===== src/rtl/axi_tb_pkg.sv =====
`default_nettype none
// ============================================================================
// Module      : axi_tb_pkg
// Description : Shared types for the AXI write-slave responder: response
//               encoding, default bus widths and queue entry layouts.
// Revision    : 1.0  initial release
// ============================================================================
package axi_tb_pkg;

    localparam int AXI_ID_W_DEFAULT   = 4;
    localparam int AXI_DATA_W_DEFAULT = 32;

    typedef enum logic [1:0] {
        OKAY   = 2'b00,
        EXOKAY = 2'b01,
        SLVERR = 2'b10,
        DECERR = 2'b11
    } resp_e;

    typedef struct packed {
        logic [AXI_ID_W_DEFAULT-1:0] id;
        logic [7:0]                  len;
    } aw_entry_t;

    typedef struct packed {
        logic [AXI_ID_W_DEFAULT-1:0] id;
        resp_e                       resp;
    } b_entry_t;

endpackage
`default_nettype wire


===== src/rtl/sync_fifo_ostd.sv =====
`default_nettype none
// ============================================================================
// Module      : sync_fifo_ostd
// Description : Small synchronous FIFO for outstanding-request bookkeeping.
//               Supports push and pop in the same cycle. DEPTH must be a
//               power of two so the pointers wrap naturally.
// Ports       : aclk/aresetn (async, active-low) / srst (sync clear)
//               push, push_data      - write side (ignored when full)
//               pop, pop_data        - read side, pop_data shows the head
//               full, empty, count   - occupancy status
// Revision    : 1.0  initial release
// ============================================================================
module sync_fifo_ostd #(
    parameter int WIDTH = 8,
    parameter int DEPTH = 4
) (
    input  logic                     aclk,
    input  logic                     aresetn,
    input  logic                     srst,
    input  logic                     push,
    input  logic [WIDTH-1:0]         push_data,
    input  logic                     pop,
    output logic [WIDTH-1:0]         pop_data,
    output logic                     full,
    output logic                     empty,
    output logic [$clog2(DEPTH):0]   count
);

    localparam int c_ptr_w = $clog2(DEPTH);
    localparam int c_cnt_w = c_ptr_w + 1;

    logic [WIDTH-1:0]   r_mem [DEPTH];
    logic [c_ptr_w-1:0] r_wr_ptr;
    logic [c_ptr_w-1:0] r_rd_ptr;
    logic [c_cnt_w-1:0] r_count;
    logic               w_do_push;
    logic               w_do_pop;

    assign full      = (r_count == c_cnt_w'(DEPTH));
    assign empty     = (r_count == '0);
    assign count     = r_count;
    assign pop_data  = r_mem[r_rd_ptr];
    assign w_do_push = push && !full;
    assign w_do_pop  = pop && !empty;

    always_ff @(posedge aclk or negedge aresetn) begin
        if (!aresetn) begin
            r_wr_ptr <= '0;
            r_rd_ptr <= '0;
            r_count  <= '0;
            for (int i = 0; i < DEPTH; i++) r_mem[i] <= '0;
        end else if (srst) begin
            r_wr_ptr <= '0;
            r_rd_ptr <= '0;
            r_count  <= '0;
            for (int i = 0; i < DEPTH; i++) r_mem[i] <= '0;
        end else begin
            if (w_do_push) begin
                r_mem[r_wr_ptr] <= push_data;
                r_wr_ptr        <= r_wr_ptr + c_ptr_w'(1);
            end
            if (w_do_pop) begin
                r_rd_ptr <= r_rd_ptr + c_ptr_w'(1);
            end
            case ({w_do_push, w_do_pop})
                2'b10:   r_count <= r_count + c_cnt_w'(1);
                2'b01:   r_count <= r_count - c_cnt_w'(1);
                default: r_count <= r_count;
            endcase
        end
    end

endmodule
`default_nettype wire


===== src/rtl/axi_slv_wr_responder.sv =====
`default_nettype none
// ============================================================================
// Module      : axi_slv_wr_responder
// Description : AXI write slave responder. Queues AW requests, sinks W beats
//               against the head request, checks beat count and WID, and
//               returns in-order B responses (OKAY / SLVERR). Sticky error
//               flags err_len / err_id report any protocol violation seen.
// Ports       : aclk, aresetn (async, active-low), srst (sync clear)
//               AW: in_awvalid/out_awready/in_awid/in_awlen
//               W : in_wvalid/out_wready/in_wid/in_wdata/in_wstrb/in_wlast
//               B : out_bvalid/in_bready/out_bid/out_bresp
//               Status: err_len, err_id, ostd_cnt
// Config      : `define SLV_RAND_BP_EN adds LFSR-driven random backpressure
//               on out_awready (lfsr[0]) and out_wready (lfsr[1]).
// Revision    : 1.0  initial release
// ============================================================================
module axi_slv_wr_responder
    import axi_tb_pkg::*;
#(
    parameter int AXI_ID_W        = AXI_ID_W_DEFAULT,
    parameter int AXI_DATA_W      = AXI_DATA_W_DEFAULT,
    parameter int SLV_OSTDREQ_NUM = 4,
    parameter int clk_period      = 5
) (
    input  logic                           aclk,
    input  logic                           aresetn,
    input  logic                           srst,
    input  logic                           in_awvalid,
    output logic                           out_awready,
    input  logic [AXI_ID_W-1:0]            in_awid,
    input  logic [7:0]                     in_awlen,
    input  logic                           in_wvalid,
    output logic                           out_wready,
    input  logic [AXI_ID_W-1:0]            in_wid,
    input  logic [AXI_DATA_W-1:0]          in_wdata,
    input  logic [AXI_DATA_W/8-1:0]        in_wstrb,
    input  logic                           in_wlast,
    output logic                           out_bvalid,
    input  logic                           in_bready,
    output logic [AXI_ID_W-1:0]            out_bid,
    output logic [1:0]                     out_bresp,
    output logic                           err_len,
    output logic                           err_id,
    output logic [$clog2(SLV_OSTDREQ_NUM):0] ostd_cnt
);

    localparam int                c_cnt_w    = $clog2(SLV_OSTDREQ_NUM) + 1;
    localparam logic [c_cnt_w-1:0] c_full_cnt = c_cnt_w'(SLV_OSTDREQ_NUM);

    typedef struct packed {
        logic [AXI_ID_W-1:0] id;
        logic [7:0]          len;
    } aw_slot_t;

    typedef struct packed {
        logic [AXI_ID_W-1:0] id;
        logic [1:0]          resp;
    } b_slot_t;

    // Output skew of the original driver is a simulation artefact; every
    // output here already changes only just after the clock edge.
    generate
        if (clk_period > 0) begin : g_skew_free_outputs
        end
    endgenerate

    aw_slot_t           w_aw_push_data;
    aw_slot_t           w_aw_head;
    logic               w_aw_full;
    logic               w_aw_empty;
    logic [c_cnt_w-1:0] w_aw_count;
    b_slot_t            w_b_push_data;
    b_slot_t            w_b_head;
    logic               w_b_full;
    logic               w_b_empty;
    logic [c_cnt_w-1:0] w_b_count;

    logic               r_awready;
    logic               r_wready;
    logic [8:0]         r_beat_cnt;
    logic               r_id_bad;
    logic               r_err_len;
    logic               r_err_id;

    logic               w_aw_fire;
    logic               w_w_fire;
    logic               w_cnt_hit;
    logic               w_id_ok;
    logic               w_burst_end;
    logic               w_len_ok;
    logic               w_burst_id_bad;
    logic               w_b_pop;
    logic [c_cnt_w-1:0] w_aw_cnt_nxt;
    logic [c_cnt_w-1:0] w_b_cnt_nxt;
    logic               w_bp_aw;
    logic               w_bp_w;
    logic               w_unused_wpayload;

    // Write data and strobes are sunk without being stored.
    assign w_unused_wpayload = ^{in_wdata, in_wstrb, w_aw_full, w_b_full, w_aw_empty};

    assign w_aw_fire      = in_awvalid && r_awready;
    assign w_w_fire       = in_wvalid && r_wready;
    assign w_cnt_hit      = (r_beat_cnt == {1'b0, w_aw_head.len});
    assign w_id_ok        = (in_wid == w_aw_head.id);
    // A burst closes on wlast or on reaching the announced length, whichever
    // comes first; both must coincide for the length to be correct.
    assign w_burst_end    = w_w_fire && (in_wlast || w_cnt_hit);
    assign w_len_ok       = w_cnt_hit && in_wlast;
    assign w_burst_id_bad = r_id_bad || !w_id_ok;
    assign w_b_pop        = !w_b_empty && in_bready;

    assign w_aw_push_data = '{id: in_awid, len: in_awlen};
    assign w_b_push_data  = '{id: w_aw_head.id,
                              resp: (w_len_ok && !w_burst_id_bad) ? OKAY : SLVERR};

    // Occupancy after this edge; ready flops are loaded from these so the
    // registered ready always reflects the queue state it is presented with.
    assign w_aw_cnt_nxt = w_aw_count + c_cnt_w'(w_aw_fire) - c_cnt_w'(w_burst_end);
    assign w_b_cnt_nxt  = w_b_count + c_cnt_w'(w_burst_end) - c_cnt_w'(w_b_pop);

`ifdef SLV_RAND_BP_EN
    logic [15:0] r_lfsr;
    logic [15:0] w_lfsr_nxt;

    // Fibonacci LFSR, taps 16,14,13,11 (right-shifting form).
    assign w_lfsr_nxt = {r_lfsr[0] ^ r_lfsr[2] ^ r_lfsr[3] ^ r_lfsr[5], r_lfsr[15:1]};
    assign w_bp_aw    = w_lfsr_nxt[0];
    assign w_bp_w     = w_lfsr_nxt[1];

    always_ff @(posedge aclk or negedge aresetn) begin
        if (!aresetn) begin
            r_lfsr <= 16'hACE1;
        end else if (srst) begin
            r_lfsr <= 16'hACE1;
        end else begin
            r_lfsr <= w_lfsr_nxt;
        end
    end
`else
    assign w_bp_aw = 1'b1;
    assign w_bp_w  = 1'b1;
`endif

    always_ff @(posedge aclk or negedge aresetn) begin
        if (!aresetn) begin
            r_awready  <= 1'b0;
            r_wready   <= 1'b0;
            r_beat_cnt <= '0;
            r_id_bad   <= 1'b0;
            r_err_len  <= 1'b0;
            r_err_id   <= 1'b0;
        end else if (srst) begin
            r_awready  <= 1'b0;
            r_wready   <= 1'b0;
            r_beat_cnt <= '0;
            r_id_bad   <= 1'b0;
            r_err_len  <= 1'b0;
            r_err_id   <= 1'b0;
        end else begin
            r_awready <= (w_aw_cnt_nxt != c_full_cnt) && w_bp_aw;
            r_wready  <= (w_aw_cnt_nxt != '0) && (w_b_cnt_nxt != c_full_cnt) && w_bp_w;
            if (w_w_fire) begin
                if (w_burst_end) begin
                    r_beat_cnt <= '0;
                    r_id_bad   <= 1'b0;
                end else begin
                    r_beat_cnt <= r_beat_cnt + 9'd1;
                    r_id_bad   <= w_burst_id_bad;
                end
                if (!w_id_ok) r_err_id <= 1'b1;
            end
            if (w_burst_end && !w_len_ok) r_err_len <= 1'b1;
        end
    end

    sync_fifo_ostd #(
        .WIDTH ($bits(aw_slot_t)),
        .DEPTH (SLV_OSTDREQ_NUM)
    ) u_aw_fifo (
        .aclk      (aclk),
        .aresetn   (aresetn),
        .srst      (srst),
        .push      (w_aw_fire),
        .push_data (w_aw_push_data),
        .pop       (w_burst_end),
        .pop_data  (w_aw_head),
        .full      (w_aw_full),
        .empty     (w_aw_empty),
        .count     (w_aw_count)
    );

    sync_fifo_ostd #(
        .WIDTH ($bits(b_slot_t)),
        .DEPTH (SLV_OSTDREQ_NUM)
    ) u_b_fifo (
        .aclk      (aclk),
        .aresetn   (aresetn),
        .srst      (srst),
        .push      (w_burst_end),
        .push_data (w_b_push_data),
        .pop       (w_b_pop),
        .pop_data  (w_b_head),
        .full      (w_b_full),
        .empty     (w_b_empty),
        .count     (w_b_count)
    );

    assign out_awready = r_awready;
    assign out_wready  = r_wready;
    assign out_bvalid  = !w_b_empty;
    assign out_bid     = w_b_head.id;
    assign out_bresp   = w_b_head.resp;
    assign err_len     = r_err_len;
    assign err_id      = r_err_id;
    assign ostd_cnt    = w_aw_count;

endmodule
`default_nettype wire


===== config.mk =====
export PLATFORM = sky130hd
export DESIGN_NAME = axi_slv_wr_responder
export DESIGN_NICKNAME = d
export VERILOG_FILES = /design/src/rtl/axi_tb_pkg.sv /design/src/rtl/sync_fifo_ostd.sv /design/src/rtl/axi_slv_wr_responder.sv
export SDC_FILE = /design/constraint.sdc
export NUM_CORES = 1
export LEC_CHECK = 0
export CAP_MARGIN = 40
export CORE_ASPECT_RATIO = 1.25
export CORE_UTILIZATION = 45
export DETAILED_ROUTE_END_ITERATION = 16
export PLACE_DENSITY = 0.67
export RECOVER_POWER = 25
export SYNTH_ARGS = -nofsm -noshare
export SYNTH_HDL_FRONTEND = slang
export SYNTH_HIERARCHICAL = 1
export SYNTH_SLANG_ARGS = --single-unit

===== constraint.sdc =====
create_clock -name aclk -period 5.73 [get_ports aclk]
set_clock_uncertainty 0.1 [all_clocks]
set_input_delay 1.146 -clock aclk [delete_from_list [all_inputs] [get_ports aclk]]
set_output_delay 1.146 -clock aclk [all_outputs]
set_load 0.05 [all_outputs]

==> metrics.yaml, run 1 <==
status:
  status: "finished with violations"
  violations: "max-capacitance violations, max-slew violations"
global_route:
  grt_pass1_vias: 3828
  grt_pass1_wl_um: 19100
  grt_max_degree: 58
  antenna_found_initial: 0
  grt_usage: 0.194
  grt.overflow.total: 0
floorplan:
  die_h_um: 126
  rows: 45
  core_area_um2: 12100
  num_io_pins: 73
  die_x_um: 102
  start_util: 0.461
  dieArea_um2: 12800
clock_network:
  cts-root-buf: "clkbuf_16"
  cts_resized: 0
  cts_tree: "yes"
  numCtsBuffers: 9
  htree_levels: 3
  cts_setup_buffers: 0
  clockBufferDepth: 2
  cts-hold-fix-buffers: 0
  cts_sinks: 100
  insertion_delay_ns: 0.35
  clkTransAtPathRegs_ns: 0.07
hold_path:
  min_to: "err_id"
  min_path_type: "register to register"
  hp-start: "err_id"
  holdPathStages: 2
place:
  hpwl_um: 7530
  place_congestion: 0.742
  port_buffers: 36
yosys:
  synth_area_um2: 5580
  synthCells: 496
  yosysWarnings: 6
  avgSynthCellArea_um2: 11.2
power_and_ir_drop:
  power_mw: 1.91
  clkPwrFrac: 0.336
  leakage_nw: 2.94
  cellInternalPower_mw: 1.30
  switching_share: 0.319
  seq_power_share: 0.412
  vdd_drop_max_mv: 0.133
  power-per-cell-area_nw_per_um2: 303
  pwr-share-comb: 0.253
  power.switching_uw: 610
setup_path:
  critPathCaptureType: "register"
  worstPathMaxFanout: 17
  critPathArrivalTime_ns: 4.40
  regToRegEndpoint: "out_wready"
  r2r_cells: 15
  timing.rr.start: "u_aw_fifo/r_rd_ptr[0]"
  r2r_slack_ns: 1.44
  crit_path_start_kind: "register"
  crit_required_ns: 5.84
  path_class: "register to register"
timing:
  tightest_slew_ns: 3.19
  finalMaxSlewViolations: 58
  post-route-min-period_ns: 4.29
  hold_viol_final: 0
  rsz0062_at_grt: "no"
  finalSetupViolCount: 0
  fin_tns_setup_ns: 0
  slew_headroom: -1.12
  finalCritPeriodShare: 0.749
  max_freq_ghz: 0.233
detailed_routing:
  wl_um: 11400
  postRouteAntennaNets: 0
  drt_pass1_iterations: 4
  vias: 3731
  via_per_inst: 5.42
  drc: 0
  initialDrtViolationCount: 189
  routedWlPerCell_um: 16.6
final_layout:
  fillers: 1062
  area_delta_synth_final_pct: 13.1
  drive_above_1_share: 0.112
  fin_nets: 596
  antenna_cells: 0
run:
  cap_violations: 1
-- cell type report --
class / instances / area, um^2 / area share
inverters: 21 / 78.8 / 0.0125
well taps: 164 / 205 / 0.0325
repair buffers: 44 / 422 / 0.0668
clock buffers: 11 / 253 / 0.0400
clock inverters: 5 / 66.3 / 0.0105
multi-input cells: 344 / 2780 / 0.441
flip-flops and latches: 100 / 2500 / 0.397
-- power by group through the flow --
| stage | logic (mW) | registers, mW | clock network (mW) |
|---|---|---|---|
| after global placement | 0.466 | 0.799 | 0 |
| after global routing | 0.532 | 0.794 | 0.683 |
| after CTS | 0.485 | 0.788 | 0.656 |
| final | 0.483 | 0.787 | 0.642 |
| after detailed placement | 0.483 | 0.801 | 0 |
| after floorplan | 0.341 | 0.813 | 0 |
-- metrics by stage --
step           cell area (um^2)  std cells  worst slack [ns]  hold slack (ns)   util
2_1_floorplan              5590        499              1.59            0.381      -
3_3_place_gp               5980        672              1.40            0.383  0.494
3_5_place_dp               6000        673              1.37            0.403  0.495
4_1_cts                    6310        689              1.36            0.418  0.522
5_1_grt                    6310        689              1.12            0.432  0.521
6_report                   6310        689              1.44            0.411  0.521
-- worst max-delay path by stage --
stage / startpoint / endpoint / slack [ns] / cells after the start
floorplan: u_aw_fifo/r_rd_ptr[0] / u_aw_fifo/count[1] / 1.59 / 14
global placement: u_aw_fifo/r_rd_ptr[0] / out_wready / 1.40 / 15
CTS: u_aw_fifo/r_rd_ptr[0] / out_wready / 1.36 / 15
finish: u_aw_fifo/r_rd_ptr[0] / out_wready / 1.44 / 15
detailed placement: u_aw_fifo/r_rd_ptr[0] / out_wready / 1.37 / 15
global route: u_aw_fifo/r_rd_ptr[0] / out_wready / 1.12 / 15
-- worst max-delay path, cell delays in order (launching register included) --
cell     delay [ns]
dfrtp_1        0.80
mux4_2         0.62
xnor2_1        0.23
nand4_2        0.22
o31ai_4        0.28
buf_4          0.22
and2_1         0.17
buf_4          0.22
ha_1           0.15
inv_1          0.04
ha_1           0.18
fa_1           0.38
xnor2_1        0.15
xnor2_1        0.15
nor3_1         0.16
nor3_1         0.07
-- layer usage --
metal | routed length, um | global-route usage | vias to the layer above
met5 | 0 | 0 | -
met4 | 151 | 0.0656 | 0
met3 | 311 | 0.0325 | 12
met2 | 5710 | 0.325 | 61
met1 | 5230 | 0.253 | 1887
li1 | - | - | 1771
-- layout by cell type (no fill, tap or decap), drive strengths merged, types with 14 or more instances in the layout --
| master | instances |
|---|---|
| xor2 | 14 |
| nor2 | 90 |
| mux2i | 72 |
| nand2 | 14 |
| clkdlybuf4s50 | 34 |
| dfrtp | 100 |
| xnor2 | 19 |
| mux4 | 18 |
| inv | 23 |
-- state kept, by name, indices dropped and copies added, names as in the netlist --
signal and cells:
u_aw_fifo/r_rd_ptr 2, out_awready 1, u_b_fifo/count 3, err_id 1, r_beat_cnt 9, err_len 1
u_aw_fifo/count 3, u_aw_fifo/r_wr_ptr 2, u_b_fifo/r_rd_ptr 2, r_id_bad 1, u_b_fifo/r_mem 24, out_wready 1
u_aw_fifo/r_mem 48, u_b_fifo/r_wr_ptr 2
Power figures use the tool's default switching activity.
==> run 2, diff against run 1 <==
PLACE_DENSITY = 0.7   (was 0.67)
clock period = 3.9 ns   (was 5.73 ns; I/O delays follow)
==> run 2 against run 1 <==
Against the previous run: the run still ends with max-capacitance violations, max-slew violations left; via count fell by 0.19%; clock-buffer cell count fell by 2; total power rose by 45%; wire length fell by 3.0%; sequential power rose by 46%; sequential cell count did not move; register-to-register slack got worse by 1.2 ns; hold slack improved by 0.011 ns; critical path type unchanged; largest power group unchanged; highest routed layer unchanged.
==> metrics.yaml, run 2 (synthesis results as in run 1) <==
place:
  pre_cts_ws_ns: 0.230
  port_buffers: 36
  place_congestion: 0.786
  hpwl_um: 7630
global_route:
  gr-usage-met1: 0.256
  grt.overflow.total: 0
  met2_usage: 0.311
  use_met3: 0.0303
  grt_usage: 0.190
  grt_pass1_vias: 3730
  grt_most_used_layer: "met2"
  grt_pass1_wl_um: 18900
  grt_max_degree: 68
  antenna_found_initial: 0
timing:
  hold_viol_final: 0
  tightest_slew_ns: 1.64
  fin_tns_setup_ns: 0
  rsz0062_at_grt: "no"
  finalWorstSetupSlack_ns: 0.235
  finalSetupViolCount: 0
  slew_headroom: -0.0954
  max_freq_ghz: 0.273
  finalMaxSlewViolations: 68
  finalCritPeriodShare: 0.940
  post-route-min-period_ns: 3.66
final_layout:
  final_common_cell: "dfrtp_1"
  drive_above_1_share: 0.119
  fin_nets: 599
  fillers: 1068
  layout_common_cells: "dfrtp_1 (100), nor2_1 (90), mux2i_1 (72)"
  final-seq-area_um2: 2500
  largest_register: "u_aw_fifo/r_mem"
  area_delta_synth_final_pct: 13.4
  largest_register_ffs: 48
  antenna_cells: 0
  reg_top3: "u_aw_fifo/r_mem (48), u_b_fifo/r_mem (24), r_beat_cnt (9)"
  multi_input_area_um2: 2790
run:
  cap_violations: 1
floorplan:
  die_x_um: 102
  rows: 45
  num_io_pins: 73
  die_h_um: 126
  core_area_um2: 12100
  start_util: 0.461
  dieArea_um2: 12800
power_and_ir_drop:
  vdd_drop_max_mv: 0.204
  power-per-cell-area_nw_per_um2: 438
  leakage_nw: 2.95
setup_path:
  worstPathMaxFanout: 14
  r2r_cells: 14
  regToRegEndpoint: "u_b_fifo/count[2]"
  crit_path_start_kind: "register"
  critPathArrivalTime_ns: 3.83
  timing.rr.start: "u_aw_fifo/r_rd_ptr[0]"
  crit_required_ns: 4.07
  r2r_slack_ns: 0.24
  critPathCaptureType: "register"
  path_class: "register to register"
hold_path:
  min_path_type: "input port to async pin"
detailed_routing:
  drc: 0
  via_per_inst: 5.38
  drt_pass1_iterations: 4
  routedWlPerCell_um: 16.0
  vias: 3724
  wl_um: 11100
  postRouteAntennaNets: 0
  initialDrtViolationCount: 220
clock_network:
  insertion_delay_ns: 0.35
  numCtsBuffers: 9
  cts-hold-fix-buffers: 0
  cts_setup_buffers: 0
  cts_sinks: 100
  htree_levels: 3
  cts_resized: 0
  cts-root-buf: "clkbuf_16"
  cts_tree: "yes"
  clockBufferDepth: 2
  clkTransAtPathRegs_ns: 0.07
status:
  violations: "max-capacitance violations, max-slew violations"
  status: "finished with violations"
## run 2: changes by cell type in the layout (fill, tap and decap cells not counted)
cell        delta
clkinvlp_4     -1
bufinv_16      -1
a2111oi_1      +1
buf_4          +2
a2111oi_0      -1
clkbuf_2       +1
clkbuf_8       -2
clkinv_8       +2
and2_1         -1
and2_2         +1
inv_8          +2
## run 2: cell type report
cell class	count	area share
flip-flops and latches	100	0.396
multi-input cells	344	0.441
well taps	164	0.0324
clock buffers	9	0.0356
clock inverters	7	0.0133
inverters	21	0.0125
repair buffers	47	0.0698
## run 2: per-layer routing
layer  routed length, um  vias up  part of all wire
met5                   0        -                 0
met4                 181        0             0.016
met3                 428       11             0.039
met2                5560       87              0.50
met1                4900     1860              0.44
li1                    -     1766                 -
## run 2: per-stage QoR
stage / area, um^2 / hold WS (ns) / util / power [mW] / instances
3_3_place_gp: 6010 / 0.383 / 0.497 / 1.86 / 675
4_1_cts: 6350 / 0.195 / 0.524 / 2.80 / 692
5_1_grt: 6320 / 0.441 / 0.522 / 2.92 / 692
3_5_place_dp: 6040 / 0.410 / 0.499 / 1.89 / 676
2_1_floorplan: 5600 / 0.381 / - / 1.70 / 499
6_report: 6320 / 0.422 / 0.522 / 2.77 / 692
## run 2: how the worst max path moves through the flow
stage / start / endpoint / slack (ns)
2_1_floorplan: u_aw_fifo/r_rd_ptr[0] / u_b_fifo/count[1] / 0.01
6_report: u_aw_fifo/r_rd_ptr[0] / u_b_fifo/count[2] / 0.24
4_1_cts: u_aw_fifo/r_rd_ptr[0] / u_b_fifo/count[1] / 0.21
5_1_grt: u_aw_fifo/r_rd_ptr[0] / u_b_fifo/count[2] / 0.003
3_3_place_gp: u_aw_fifo/r_rd_ptr[0] / out_wready / 0.31
3_5_place_dp: u_aw_fifo/r_rd_ptr[0] / u_b_fifo/count[1] / 0.23
## run 2: power breakdown
part / internal, mW / switching (mW)
Sequential: 1.09 / 0.0637
Combinational: 0.289 / 0.426
Clock: 0.461 / 0.441
Total: 1.84 / 0.931
## run 2: worst max-delay path, cell delays in order (launching register included)
cell and delay, ns:
dfrtp_1 0.37, buf_12 0.18, mux4_2 0.56, xnor2_1 0.21
nand4_2 0.20, o31ai_4 0.32, and2_2 0.24, buf_4 0.19
nor2b_1 0.15, nor2_1 0.06, fa_1 0.40, nor2b_1 0.20
xor2_1 0.19, o21ai_0 0.10, a21oi_1 0.11
==> run 3, diff against run 2 <==
CELL_PAD_IN_SITES_DETAIL_PLACEMENT = 0   (was not set)
CELL_PAD_IN_SITES_GLOBAL_PLACEMENT = 1   (was not set)
CORE_UTILIZATION = 40   (was 45)
PLACE_DENSITY = not set   (was 0.7)
PLACE_DENSITY_LB_ADDON = 0.1   (was not set)
==> run 3 against run 2 <==
Against the previous run: the run now ends clean; wire length rose by 8.4%; combinational power about the same; register-to-register slack improved by 0.05 ns; maximum frequency rose by 1.3%; global-route usage shrank 0.86 points; cell count rose by 1.0%; clock-buffer cell count is 2 higher; largest power group unchanged; highest routed layer unchanged.
==> metrics.yaml, run 3 (synthesis results as in run 1) <==
status:
  status: "complete, no violations"
floorplan:
  core_area_um2: 13400
  start_util: 0.416
  rows: 47
  dieArea_um2: 14400
  die_h_um: 134
  num_io_pins: 73
  die_x_um: 108
global_route:
  grt_pass1_vias: 3687
  grt_usage: 0.182
  antenna_found_initial: 0
  grt_pass1_wl_um: 19900
  grt_max_degree: 61
  grt.overflow.total: 0
setup_path:
  crit_chain: "buf_12, mux4_2, xnor2_1, nand4_2, o31ai_4, and2_2, buf_4, nor2b_1, nor2_1, fa_1, nor2b_1, xor2_1, o21ai_0, a21oi_1"
  r2r_cells: 14
  r2r_slack_ns: 0.28
  crit_slowest_cell: "mux4_2"
  cpPeakStageDelay_ns: 0.54
  path_class: "register to register"
  crit_path_start_kind: "register"
  critPathCaptureType: "register"
  crit_cells: 14
  critPathTopFamily: "simple AND/OR/NAND/NOR gates"
  worstPathMaxFanout: 15
  critPathArrivalTime_ns: 3.80
  path_buf_inv: 2
  critPathMostFrequentCell: "nor2b_1"
  crit_required_ns: 4.08
place:
  port_buffers: 36
  hpwl_um: 7910
  place_congestion: 0.765
power_and_ir_drop:
  vdd_drop_max_mv: 0.242
  leakage_nw: 2.95
  power_mw: 2.79
  power-per-cell-area_nw_per_um2: 442
detailed_routing:
  postRouteAntennaNets: 0
  vias: 3665
  maxUsedRoutingLayer: "met4"
  via_per_inst: 5.24
  initialDrtViolationCount: 134
  routedWlPerCell_um: 17.2
  met2WireLength_um: 5760
  drt_pass1_iterations: 4
  drc: 0
  wl_um: 12000
  met1Wirelength_um: 5720
  met3WireLength_um: 375
timing:
  finalSetupViolCount: 0
  post-route-min-period_ns: 3.62
  slew_headroom: 0.0933
  max_freq_ghz: 0.276
  rsz0062_at_grt: "no"
  finalMaxSlewViolations: 0
  tightest_slew_ns: 1.36
  finalCritPeriodShare: 0.928
  hold_viol_final: 0
  fin_tns_setup_ns: 0
clock_network:
  insertion_delay_ns: 0.35
  cts_sinks: 100
  cts_tree: "yes"
  htree_levels: 3
  cts_setup_buffers: 0
  clockBufferDepth: 2
  cts-root-buf: "clkbuf_16"
  numCtsBuffers: 9
  clkTransAtPathRegs_ns: 0.07
final_layout:
  antenna_cells: 0
  reg_top3: "u_aw_fifo/r_mem (48), u_b_fifo/r_mem (24), r_beat_cnt (9)"
  area_delta_synth_final_pct: 13.4
  final_common_cell: "dfrtp_1"
  largest_register: "u_aw_fifo/r_mem"
  largest_register_ffs: 48
  drive_above_1_share: 0.119
  fin_nets: 599
  layout_common_cells: "dfrtp_1 (100), nor2_1 (90), mux2i_1 (72)"
hold_path:
  min_path_type: "register to register"
  holdPathStages: 2
run:
  cap_violations: 0
-- run 3: cell count changes in the layout (fill, tap and decap cells not counted) --
| cell | before | now |
|---|---|---|
| clkbuf_8 | 0 | 1 |
| clkinv_4 | 1 | 0 |
| clkinv_2 | 0 | 2 |
| inv_6 | 1 | 2 |
| inv_8 | 3 | 0 |
| clkbuf_2 | 1 | 2 |
| bufinv_16 | 0 | 1 |
| clkinv_8 | 2 | 0 |
-- run 3: layer usage --
layer	GRT usage	vias up
li1	-	1772
met1	0.249	1826
met2	0.287	56
met3	0.0384	11
met4	0.0571	0
met5	0	-
-- run 3: through the flow --
step | utilization | setup slack (ns) | hold slack (ns) | cell area [um^2] | instances
after global routing | 0.472 | 0.0119 | 0.451 | 6320 | 699
after CTS | 0.473 | 0.240 | 0.403 | 6340 | 699
after floorplan | - | 0.0135 | 0.381 | 5600 | 499
final | 0.472 | 0.283 | 0.395 | 6320 | 699
after global placement | 0.451 | 0.257 | 0.384 | 6040 | 683
after detailed placement | 0.451 | 0.215 | 0.386 | 6040 | 683
-- run 3: area by class of cell --
class	count	area (um^2)
clock buffer	11	243
timing repair buffer	47	443
inverter	21	78.8
fill	1296	7080
multi-input combinational	344	2790
tap	171	214
clock inverter	5	57.6
sequential	100	2500
-- run 3: worst paths after layout --
path	startpoint	to
max	u_aw_fifo/r_rd_ptr[0]	u_b_fifo/count[2]
min in group asynchronous	aresetn	u_b_fifo/r_wr_ptr[1]
min reg2reg	err_id	err_id
max reg2reg	u_aw_fifo/r_rd_ptr[0]	u_b_fifo/count[2]
min	err_id	err_id
max in group asynchronous	aresetn	r_beat_cnt[5]
-- run 3: report_power, final --
group | internal [mW] | switching (mW)
sequential | 1.09 | 0.0637
combinational | 0.289 | 0.427
clock | 0.518 | 0.407
-- run 3: worst min-delay path: stages (launching register included) --
cell     delay [ns]
dfrtp_1        0.34
nor2_1         0.05
nor2_1         0.07
-- run 3: timing repair --
| item | CTS | global route |
|---|---|---|
| hold buffers | 0 | 0 |
| setup endpoints to repair | 0 | 1 |
| hold endpoints to repair | 0 | 0 |
| gates resized for setup | 0 | 1 |
